### src/rtl/pipe_pkg.sv
// Shared constants and payload layout for the MIPS inter-stage pipeline registers.
package pipe_pkg;

  localparam int IR_W   = 32;
  localparam int PC_W   = 32;
  localparam int SIDE_W = 8;

  localparam logic [31:0] NOP_WORD = 32'h0000_0000;

  // Payload layout at the default widths; stages built with other widths
  // declare the same field order locally.
  typedef struct packed {
    logic [IR_W-1:0]   ir;
    logic [PC_W-1:0]   pc8;
    logic [SIDE_W-1:0] side;
  } stage_payload_t;

endpackage

### src/rtl/pipe_sat_counter.sv
// Saturating up-counter with synchronous active-low reset; holds at all-ones.
module pipe_sat_counter #(
  parameter int CNT_W = 16
) (
  input  logic             clk,
  input  logic             reset,
  input  logic             en,
  output logic [CNT_W-1:0] cnt
);

  always_ff @(posedge clk) begin
    if (!reset) begin
      cnt <= '0;
    end else if (en && (cnt != {CNT_W{1'b1}})) begin
      cnt <= cnt + 1'b1;
    end
  end

endmodule

### src/rtl/pipe_skid_stage.sv
// Generic valid/ready pipeline register with a one-entry skid slot, flush-to-NOP
// and a saturating back-pressure counter.
module pipe_skid_stage #(
  parameter int                IR_W     = pipe_pkg::IR_W,
  parameter int                PC_W     = pipe_pkg::PC_W,
  parameter int                SIDE_W   = pipe_pkg::SIDE_W,
  parameter int                CNT_W    = 16,
  parameter logic [IR_W-1:0]   NOP_WORD = IR_W'(pipe_pkg::NOP_WORD)
) (
  input  logic              clk,
  input  logic              reset,
  input  logic              flush,
  input  logic              in_valid,
  output logic              in_ready,
  input  logic [IR_W-1:0]   in_ir,
  input  logic [PC_W-1:0]   in_pc8,
  input  logic [SIDE_W-1:0] in_side,
  output logic              out_valid,
  input  logic              out_ready,
  output logic [IR_W-1:0]   out_ir,
  output logic [PC_W-1:0]   out_pc8,
  output logic [SIDE_W-1:0] out_side,
  output logic [CNT_W-1:0]  stall_cnt
);

  import pipe_pkg::*;

  typedef struct packed {
    logic [IR_W-1:0]   ir;
    logic [PC_W-1:0]   pc8;
    logic [SIDE_W-1:0] side;
  } payload_t;

  localparam payload_t EMPTY = {NOP_WORD, {PC_W{1'b0}}, {SIDE_W{1'b0}}};

  payload_t m, s, in_pl;
  logic     mv, sv, rdy;
  logic     in_fire, out_fire;

  assign in_pl    = {in_ir, in_pc8, in_side};
  assign in_fire  = in_valid && rdy;
  assign out_fire = mv && out_ready;

  // rdy is kept as its own flop (always equal to !sv) so in_ready has no logic in front of it.
  always_ff @(posedge clk) begin
    if (!reset || flush) begin
      mv  <= 1'b0;
      sv  <= 1'b0;
      rdy <= 1'b1;
      m   <= EMPTY;
      s   <= EMPTY;
    end else if (!mv) begin
      if (in_fire) begin
        m  <= in_pl;
        mv <= 1'b1;
      end
    end else if (out_fire && sv) begin
      m   <= s;
      sv  <= 1'b0;
      rdy <= 1'b1;
    end else if (out_fire) begin
      if (in_fire) begin
        m <= in_pl;
      end else begin
        mv <= 1'b0;
        m  <= EMPTY;
      end
    end else if (in_fire) begin
      s   <= in_pl;
      sv  <= 1'b1;
      rdy <= 1'b0;
    end
  end

  // M is forced back to EMPTY whenever it goes invalid, so outputs need no masking.
  assign in_ready  = rdy;
  assign out_valid = mv;
  assign out_ir    = m.ir;
  assign out_pc8   = m.pc8;
  assign out_side  = m.side;

  pipe_sat_counter #(
    .CNT_W(CNT_W)
  ) u_stall_cnt (
    .clk  (clk),
    .reset(reset),
    .en   (mv && !out_ready),
    .cnt  (stall_cnt)
  );

  skid_implies_main: assert property (@(posedge clk) disable iff (!reset) !(sv && !mv));

endmodule
### config.mk
export PLATFORM = sky130hd
export DESIGN_NAME = pipe_skid_stage
export DESIGN_NICKNAME = d
export VERILOG_FILES = /design/src/rtl/pipe_pkg.sv /design/src/rtl/pipe_sat_counter.sv /design/src/rtl/pipe_skid_stage.sv
export SDC_FILE = /design/constraint.sdc
export NUM_CORES = 1
export LEC_CHECK = 0
export ABC_AREA = 1
export BUFFER_PORTS_ARGS = -buffer_cell sky130_fd_sc_hd__buf_4
export CORE_ASPECT_RATIO = 1.5
export CORE_UTILIZATION = 59
export CTS_BUF_LIST = sky130_fd_sc_hd__clkbuf_4 sky130_fd_sc_hd__clkbuf_8
export DETAILED_ROUTE_END_ITERATION = 7
export HOLD_SLACK_MARGIN = 0.15
export PLACE_DENSITY = 0.88
export SYNTH_ARGS = -nofsm -noshare
export SYNTH_HDL_FRONTEND = slang
export SYNTH_SLANG_ARGS = --single-unit
### constraint.sdc
create_clock -name clk -period 3.3 [get_ports clk]
set_input_delay 0.33 -clock clk [delete_from_list [all_inputs] [get_ports clk]]
set_output_delay 0.33 -clock clk [all_outputs]
set_load 0.02 [all_outputs]
-- After elaboration in Yosys (flattened, before gate mapping)
Cells that the tools add are included.
- input bits: 77
- logic and storage cells: 44
- flip-flop bits (word level): 163
- add/subtract/negate cells: 1
- multiplexer cells: 15
- bitwise operators: 2
- equal/unequal tests: 3
- reductions and logical operators: 13
- operator list (kind ; count):
    72-bit two-way mux ; 5
    16-bit by 1-bit adder with 16-bit output (second input constant) ; 1
    16-bit != test (second input constant) ; 1
    1-bit two-way mux ; 10
    1-bit logical AND ; 5
    4-bit AND reduction ; 1
    2-bit nonzero test ; 2
    3-bit by 1-bit != test with 1-bit output (second input constant) ; 1
    3-bit AND reduction ; 1
    1-bit logical NOT ; 2
    2-bit by 1-bit != test with 1-bit output (second input constant) ; 1
    1-bit NOT ; 2
    2-bit AND reduction ; 1
    1-bit logical OR ; 1

-- Logic depth before layout (Yosys ltp)
Gate-level depths: netlist of run 1.
- depth in word-level cells: 5
- depth in mapped cells: 8
- depth with buffers taken out: 8

-- Hierarchy
From an unflattened synthesis of run 1, not the netlist that was laid out.
- cell total of the unflattened synthesis: 1177
- area, all modules: 7628.6 um^2
- by module, submodules not included (module ; cells an instance ; area each (um^2) ; sequential area each (um^2) ; times used):
    pipe_skid_stage ; 1028 ; 6632.6 ; 2942.8 ; 1
    pipe_sat_counter ; 149 ; 996.0 ; 320.3 ; 1

-- Least setup slack after synthesis of run 1
OpenSTA, ideal clock, no wires.
- kind: flip-flop to flip-flop
- start: register u_stall_cnt.cnt[0]
- end: register u_stall_cnt.cnt[15]
- setup slack: 1734 ps
- buffers on the path: 1
- arrival time: 1451 ps
- required time: 3185 ps
- cell stages (with the launch flop): 8
- setup time: 115 ps
- clock period less this slack: 1566 ps
- path through: dfxtp_1 ha_1 inv_1 nor2_1 nand4_4 buf_6 a21oi_1 nor2_1
- word-level cells in the longest chain between the ends: 2
- ends and longest elaborated chain (what ; RTL line ; source):
    start: declaration ; pipe_sat_counter.sv:8 ; output logic [CNT_W-1:0] cnt
    start signal: assignment ; pipe_sat_counter.sv:15 ; cnt <= cnt + 1'b1;
    parallel branches: the longest is 2 deep, another holds 16-bit by 1-bit adder with 16-bit output ; - ;
Parallel ways; which one is timed is not known.
A chain may end at the register's enable or synchronous reset.

-- Worst setup path after layout of run 1
- start: register mv, in the netlist out_valid
- end: register m (netlist bit out_ir[0])
- word-level cells in the longest chain between the ends: 4
- ends and longest elaborated chain (what ; RTL line ; source):
    start: declaration ; pipe_skid_stage.sv:37 ; logic mv, sv, rdy;
    start signal: assignment ; pipe_skid_stage.sv:47 ; mv <= 1'b0;
    start signal: assignment ; pipe_skid_stage.sv:55 ; mv <= 1'b1;
    start signal: assignment ; pipe_skid_stage.sv:65 ; mv <= 1'b0;
    1-bit logical AND ; pipe_skid_stage.sv:42 ; assign out_fire = mv && out_ready;
    1-bit logical AND ; pipe_skid_stage.sv:57 ; end else if (out_fire && sv) begin
    3-bit by 1-bit != test with 1-bit output (no source line) / 72-bit two-way mux (equally long branches) ; - ;
    2-bit AND reduction (no source line) / 72-bit two-way mux (equally long branches) ; - ;
    end signal: assignment ; pipe_skid_stage.sv:54 ; m <= in_pl;
    end signal: assignment ; pipe_skid_stage.sv:58 ; m <= s;
    end signal: assignment ; pipe_skid_stage.sv:63 ; m <= in_pl;
    end: declaration ; pipe_skid_stage.sv:36 ; payload_t m, s, in_pl;
Parallel ways exist; a longest one is shown, timed or not.

==> results of run 1 <==
## metrics by stage
stage               power, mW  worst slack, ns
detailed placement      2.530            1.423
CTS                     4.118            1.461
finish                  4.138            1.361
global placement        2.526            1.477
floorplan               2.330            1.734
global route            4.264            1.247
## worst register-to-register path, stage by stage, from the launching register on
cell	delay [ns]
dfxtp_1	0.45
nand3_1	0.18
inv_2	0.51
buf_12	0.30
a21oi_1	0.14
a21oi_1	0.27
## cell families after synthesis
kind of cell	count (synthesis)	synth area share, %
buf+inv	80	6.084
flops	163	49.89
compound gates	305	23.38
fa+ha+maj	1	0.1913
simple gates	330	20.45
## synth_stat cells, types with 2 or more instances
cell type    n  area share, %
o21ai_1     13           0.99
inv_1       11           0.63
nand3_1     24            1.8
o21ai_0    133             10
a21oi_1    158             12
buf_6        4           0.69
nor3_1       2           0.15
inv_2        6           0.34
buf_2       33            2.5
buf_4        7           0.80
dfxtp_1    163             50
nand2_1    110            6.3
clkbuf_1    18            1.0
nand2_2      2           0.19
nor2_1     183             11
nor2_2       4           0.38
## worst max path at each step
stage / slack (ns) / end / cells past startpoint
2_1_floorplan: 1.73 / u_stall_cnt.cnt[15] / 7
3_3_place_gp: 1.48 / out_side[5] / 8
3_5_place_dp: 1.42 / out_side[1] / 7
4_1_cts: 1.46 / out_side[1] / 7
5_1_grt: 1.25 / out_side[1] / 7
6_report: 1.36 / out_ir[0] / 5
## where the power goes
group          switching (mW)  total [mW]  internal, mW
sequential             0.0336        2.05          2.02
clock                   0.741        1.56         0.821
combinational           0.287       0.524         0.237
total                    1.06        4.14          3.08
## layout make-up
cell class / count / area [sq um] / area share, %
Inverter: 17 / 63.81 / 0.7177
Sequential cell: 163 / 3263 / 36.70
Clock inverter: 11 / 150.1 / 1.689
Clock buffer: 21 / 282.8 / 3.180
Timing Repair Buffer: 248 / 2067 / 23.25
Tap cell: 144 / 180.2 / 2.026
Multi-Input combinational cell: 636 / 2884 / 32.44
## state kept, by name, indices dropped and copies added (netlist names)
signal           count
in_ready             1
out_ir              32
out_pc8             32
out_side             8
out_valid            1
s                   72
sv                   1
u_stall_cnt.cnt     16
## layer usage
metal	global-route usage [%]	vias to the layer above	share of wire [%]
met4	19.96	0	4.5
met3	6.972	89	6.5
met5	0	-	0
li1	-	3335	-
met2	58.87	373	52
met1	39.17	3271	37
## layout by cell type (no fill, tap or decap), types with 2 or more instances in the layout
master           n
nor2_2           3
buf_12           2
o21ai_0        133
dlygate4sd3_1   72
bufinv_16        3
inv_1           11
clkinvlp_4       2
nor2_1         183
nor2_4           2
dfxtp_1        163
clkbuf_8        20
clkinv_2         2
clkinv_4         3
buf_4          174
nor3_1           2
nand2_1        110
nand3_1         24
nand2_2          2
o21ai_1         13
a21oi_1        158
inv_2            6
## what timing repair did
| item | CTS | global route |
|---|---|---|
| buffers inserted | 0 | 0 |
| endpoints found under the hold margin | 139 | 0 |
| gates resized for setup | 0 | 0 |
| hold buffers | 72 | 0 |
==> out/qor.txt, run 1 <==
EDFF count, synth = 0
outcome = completed
reg2reg setup slack = 1.36 ns
Post-Synthesis Cell Area = 6540 sq um
RR Endpoint = out_ir[0]
pwr dens = 465.4 nW/um^2
Min Clock Period, post-route = 1.939 ns
total CTS buffers = 17
# IOs = 167
die width = 87.97 microns
Distinct cells, synth = 24
endpoints failing hold = 0
most numerous cell on the critical path = a21oi_1
P&R area growth vs syn = 35.95%
site row count = 46
#FFs+latches synth = 163
startpoint types = flip-flop
setup TNS = 0 ns
hold_ws = 0.2060 ns
DR vias = 7068
ys flop type = dfxtp_1
Setup Skew = 0.01222 ns
Crit-path slowest cell = inv_2
Worst path max stage delay = 0.51 ns
clock slew at reported path FFs = 0.09 ns
clk root buf = clkbuf_8
fin crit share = 58.76%
final wirelength = 19640 microns
worst hold path startpoint = reset
sequential area share after synthesis = 49.89%
Die Span Y = 130.9 microns
pins over their slew limit = 0
CTS tree = done
worst skew pair latency = 0.45 ns
measured slew at the worst slew-check pin = 0.8010 ns
nets = 1161
GP Congestion = 0.8414
WL per Instance = 15.84 microns
Slew HR = 46.60%
Placed Cells = 1136
VDD IR-drop max = 342.3 uV
worst path bufs/invs = 2
crit path cell chain = nand3_1 > inv_2 > buf_12 > a21oi_1 > a21oi_1
Critical Path AT = 2.30 ns
fill count = 683
Iteration-0 DRC Markers = 621
Hold Path Class = in2reg
worst-path fanout max = 41
final core occ = 83.05%
asr flop ratio synth = 0%
delay-heaviest family, CP = buffers and inverters
initial antenna violation count = 0
Worst Setup SP = out_valid
first-pass GRT wire length = 30620 microns
MaxCap Viol Count = 0
# diodes = 0
WHS Path Cells = 3
R2R depth = 5
DRT Pass-1 Iters = 5
IO buf count = 166
Post-Syn Nets = 957
Antenna Violating Nets Remaining = 0
Via density = 5.700
layout cells sized above 1 = 20.44%
largest net degree at the start of global routing = 148
syn_area_per_cell = 7.440 sq um
Synthesis Warnings = 0
Cells after Synth = 879
clock sink count = 163
GRT Overall Usage = 34.31%
Initial Utilization = 61.09%
unrepaired setup endpoints after global routing = no
vias in the first global route = 6443
die footprint = 11520 sq um
setup violators final = 0
Core Region = 10710 sq um
GR Overflow Total = 0
RR Startpoint = out_valid
Finished Layout Cells = 1240
Setup CP Type = reg2reg
CP Data Required Time = 3.66 ns
Longest Clk Path Bufs = 2
Post-DP HPWL = 10360 microns
Final Instance Area = 8891 sq um
placed cell area = 7737 sq um
Post-route DRC = 0
Crit. End Element = flip-flop
Max H-tree Level = 4
Hold Path End = u_stall_cnt.cnt[5]
f_max = 0.5157 GHz
leakage power = 4.094 nW
Note: power is estimated with default switching activity, not from simulation.
==> run 2: changes to the inputs <==
Settings changed: CORE_UTILIZATION 59 to 55, PLACE_DENSITY 0.88 to 0.82.
Clock period 3.3 ns to 1.99 ns, I/O delays scaled along.
==> out/qor.txt, run 2 (synthesis gave the netlist of run 1 again) <==
outcome = completed
P&R area growth vs syn = 37.42%
Min Clock Period, post-route = 1.655 ns
Iteration-0 DRC Markers = 426
Slew HR = 69.38%
# IOs = 167
pins over their slew limit = 0
die width = 91.04 microns
final wirelength = 19530 microns
clock sink count = 163
site row count = 48
leakage power = 4.143 nW
Die Span Y = 135.6 microns
CP Data Required Time = 2.32 ns
PnR Total Power = 6.831 mW
Initial Utilization = 56.72%
GR Overflow Total = 0
endpoints failing hold = 0
RR Startpoint = u_stall_cnt.cnt[0]
measured slew at the worst slew-check pin = 0.4593 ns
GRT Overall Usage = 31.48%
setup violators final = 0
Placed Cells = 1146
nets = 1168
clock slew at reported path FFs = 0.09 ns
Max H-tree Level = 4
f_max = 0.6043 GHz
WHS Path Cells = 4
worst hold path startpoint = flush
unrepaired setup endpoints after global routing = no
Core Region = 11530 sq um
total CTS buffers = 17
GP Congestion = 0.9009
reg2reg setup slack = 0.34 ns
setup TNS = 0 ns
fill count = 816
MaxCap Viol Count = 0
DRT Pass-1 Iters = 4
share of total power in sequential cells = 49.8%
Post-DP HPWL = 10490 microns
Pint = 5.047 mW
vias in the first global route = 6684
WL per Instance = 15.58 microns
clock network fraction of design power = 37.3%
VDD IR-drop max = 490.8 uV
initial antenna violation count = 0
Longest Clk Path Bufs = 2
Setup Skew = 0.007847 ns
most frequent standard cell in the layout excluding fill and tap cells = nor2_1
commonest cells after routing, fill and taps aside = nor2_1 (183), buf_4 (175), dfxtp_1 (163)
Hold Path Class = in2reg
Critical Path AT = 1.99 ns
IO buf count = 166
startpoint types = flip-flop
Gate power share = 12.9%
largest net degree at the start of global routing = 82
# diodes = 0
Antenna Violating Nets Remaining = 0
first-pass GRT wire length = 31290 microns
RR Endpoint = u_stall_cnt.cnt[5]
worst skew pair latency = 0.45 ns
die footprint = 12340 sq um
switching power summed over all nets = 1.784 mW
Setup CP Type = reg2reg
Finished Layout Cells = 1253
worst-path fanout max = 26
pwr dens = 760.1 nW/um^2
Crit. End Element = flip-flop
final core occ = 77.94%
most flop-heavy register = s
DR vias = 6977
Post-route DRC = 0
Via density = 5.568
fin crit share = 83.15%
R2R depth = 6
layout cells sized above 1 = 20.67%
max reg flops = 72
Sw Ratio = 26.11%
clk root buf = clkbuf_8
CTS tree = done
Hold Path End = in_ready
## run 2: changes by cell type in the layout (fill, tap and decap cells not counted), moves of 2 or more
cell	before	now
buf_12	2	5
dlygate4sd3_1	72	75
clkbuf_8	20	18
inv_6	1	3
## run 2: power groups by stage
stage	logic (mW)	clock network [mW]	registers, mW
4_1_cts	0.860	2.59	3.40
2_1_floorplan	0.308	0	3.56
6_report	0.882	2.55	3.40
3_3_place_gp	0.730	0	3.47
5_1_grt	0.947	2.71	3.41
3_5_place_dp	0.736	0	3.47
## run 2: per-layer routing
metal	GRT usage (%)	wire length (microns)
met1	36.36	7708
met2	55.56	10100
met3	6.229	1175
met4	15.26	544
met5	0	0
## run 2: what timing repair did
action	in CTS	in global routing
resized for setup	0	0
buffers inserted	0	0
endpoints found under the hold margin	163	0
hold buffers	75	0
## run 2: layout make-up
class | count | area (sq um) | share of cell area [%]
Clock buffer | 18 | 247.7 | 2.757
Clock inverter | 14 | 176.4 | 1.963
Inverter | 17 | 63.81 | 0.7100
Multi-Input combinational cell | 636 | 2884 | 32.09
Sequential cell | 163 | 3263 | 36.31
Tap cell | 150 | 187.7 | 2.088
Timing Repair Buffer | 255 | 2165 | 24.08
## run 2: through the flow
stage / setup slack (ns) / cell area, sq um / hold WS [ns]
5_1_grt: 0.1864 / 8987 / 0.2275
3_5_place_dp: 0.3822 / 7812 / 0.4362
2_1_floorplan: 0.4242 / 6540 / 0.3339
6_report: 0.3353 / 8987 / 0.2394
3_3_place_gp: 0.4104 / 7812 / 0.4295
4_1_cts: 0.3407 / 8987 / 0.2022
## run 2: critical path, stage by stage, from the launching register on
cell	delay, ns
dfxtp_1	0.41
ha_1	0.18
inv_1	0.08
nor2_1	0.22
nand4_4	0.35
a21oi_1	0.25
nor2_1	0.07
## run 2: worst max path at each step
stage                     cells past startpoint             endpoint               start  slack, ns
after global placement                        6  u_stall_cnt.cnt[15]  u_stall_cnt.cnt[0]       0.41
after floorplan                               7  u_stall_cnt.cnt[15]  u_stall_cnt.cnt[0]       0.42
final                                         6   u_stall_cnt.cnt[5]  u_stall_cnt.cnt[0]       0.34
after global routing                          6   u_stall_cnt.cnt[5]  u_stall_cnt.cnt[0]       0.19
after CTS                                     6   u_stall_cnt.cnt[5]  u_stall_cnt.cnt[0]       0.34
after detailed placement                      6  u_stall_cnt.cnt[15]  u_stall_cnt.cnt[0]       0.38
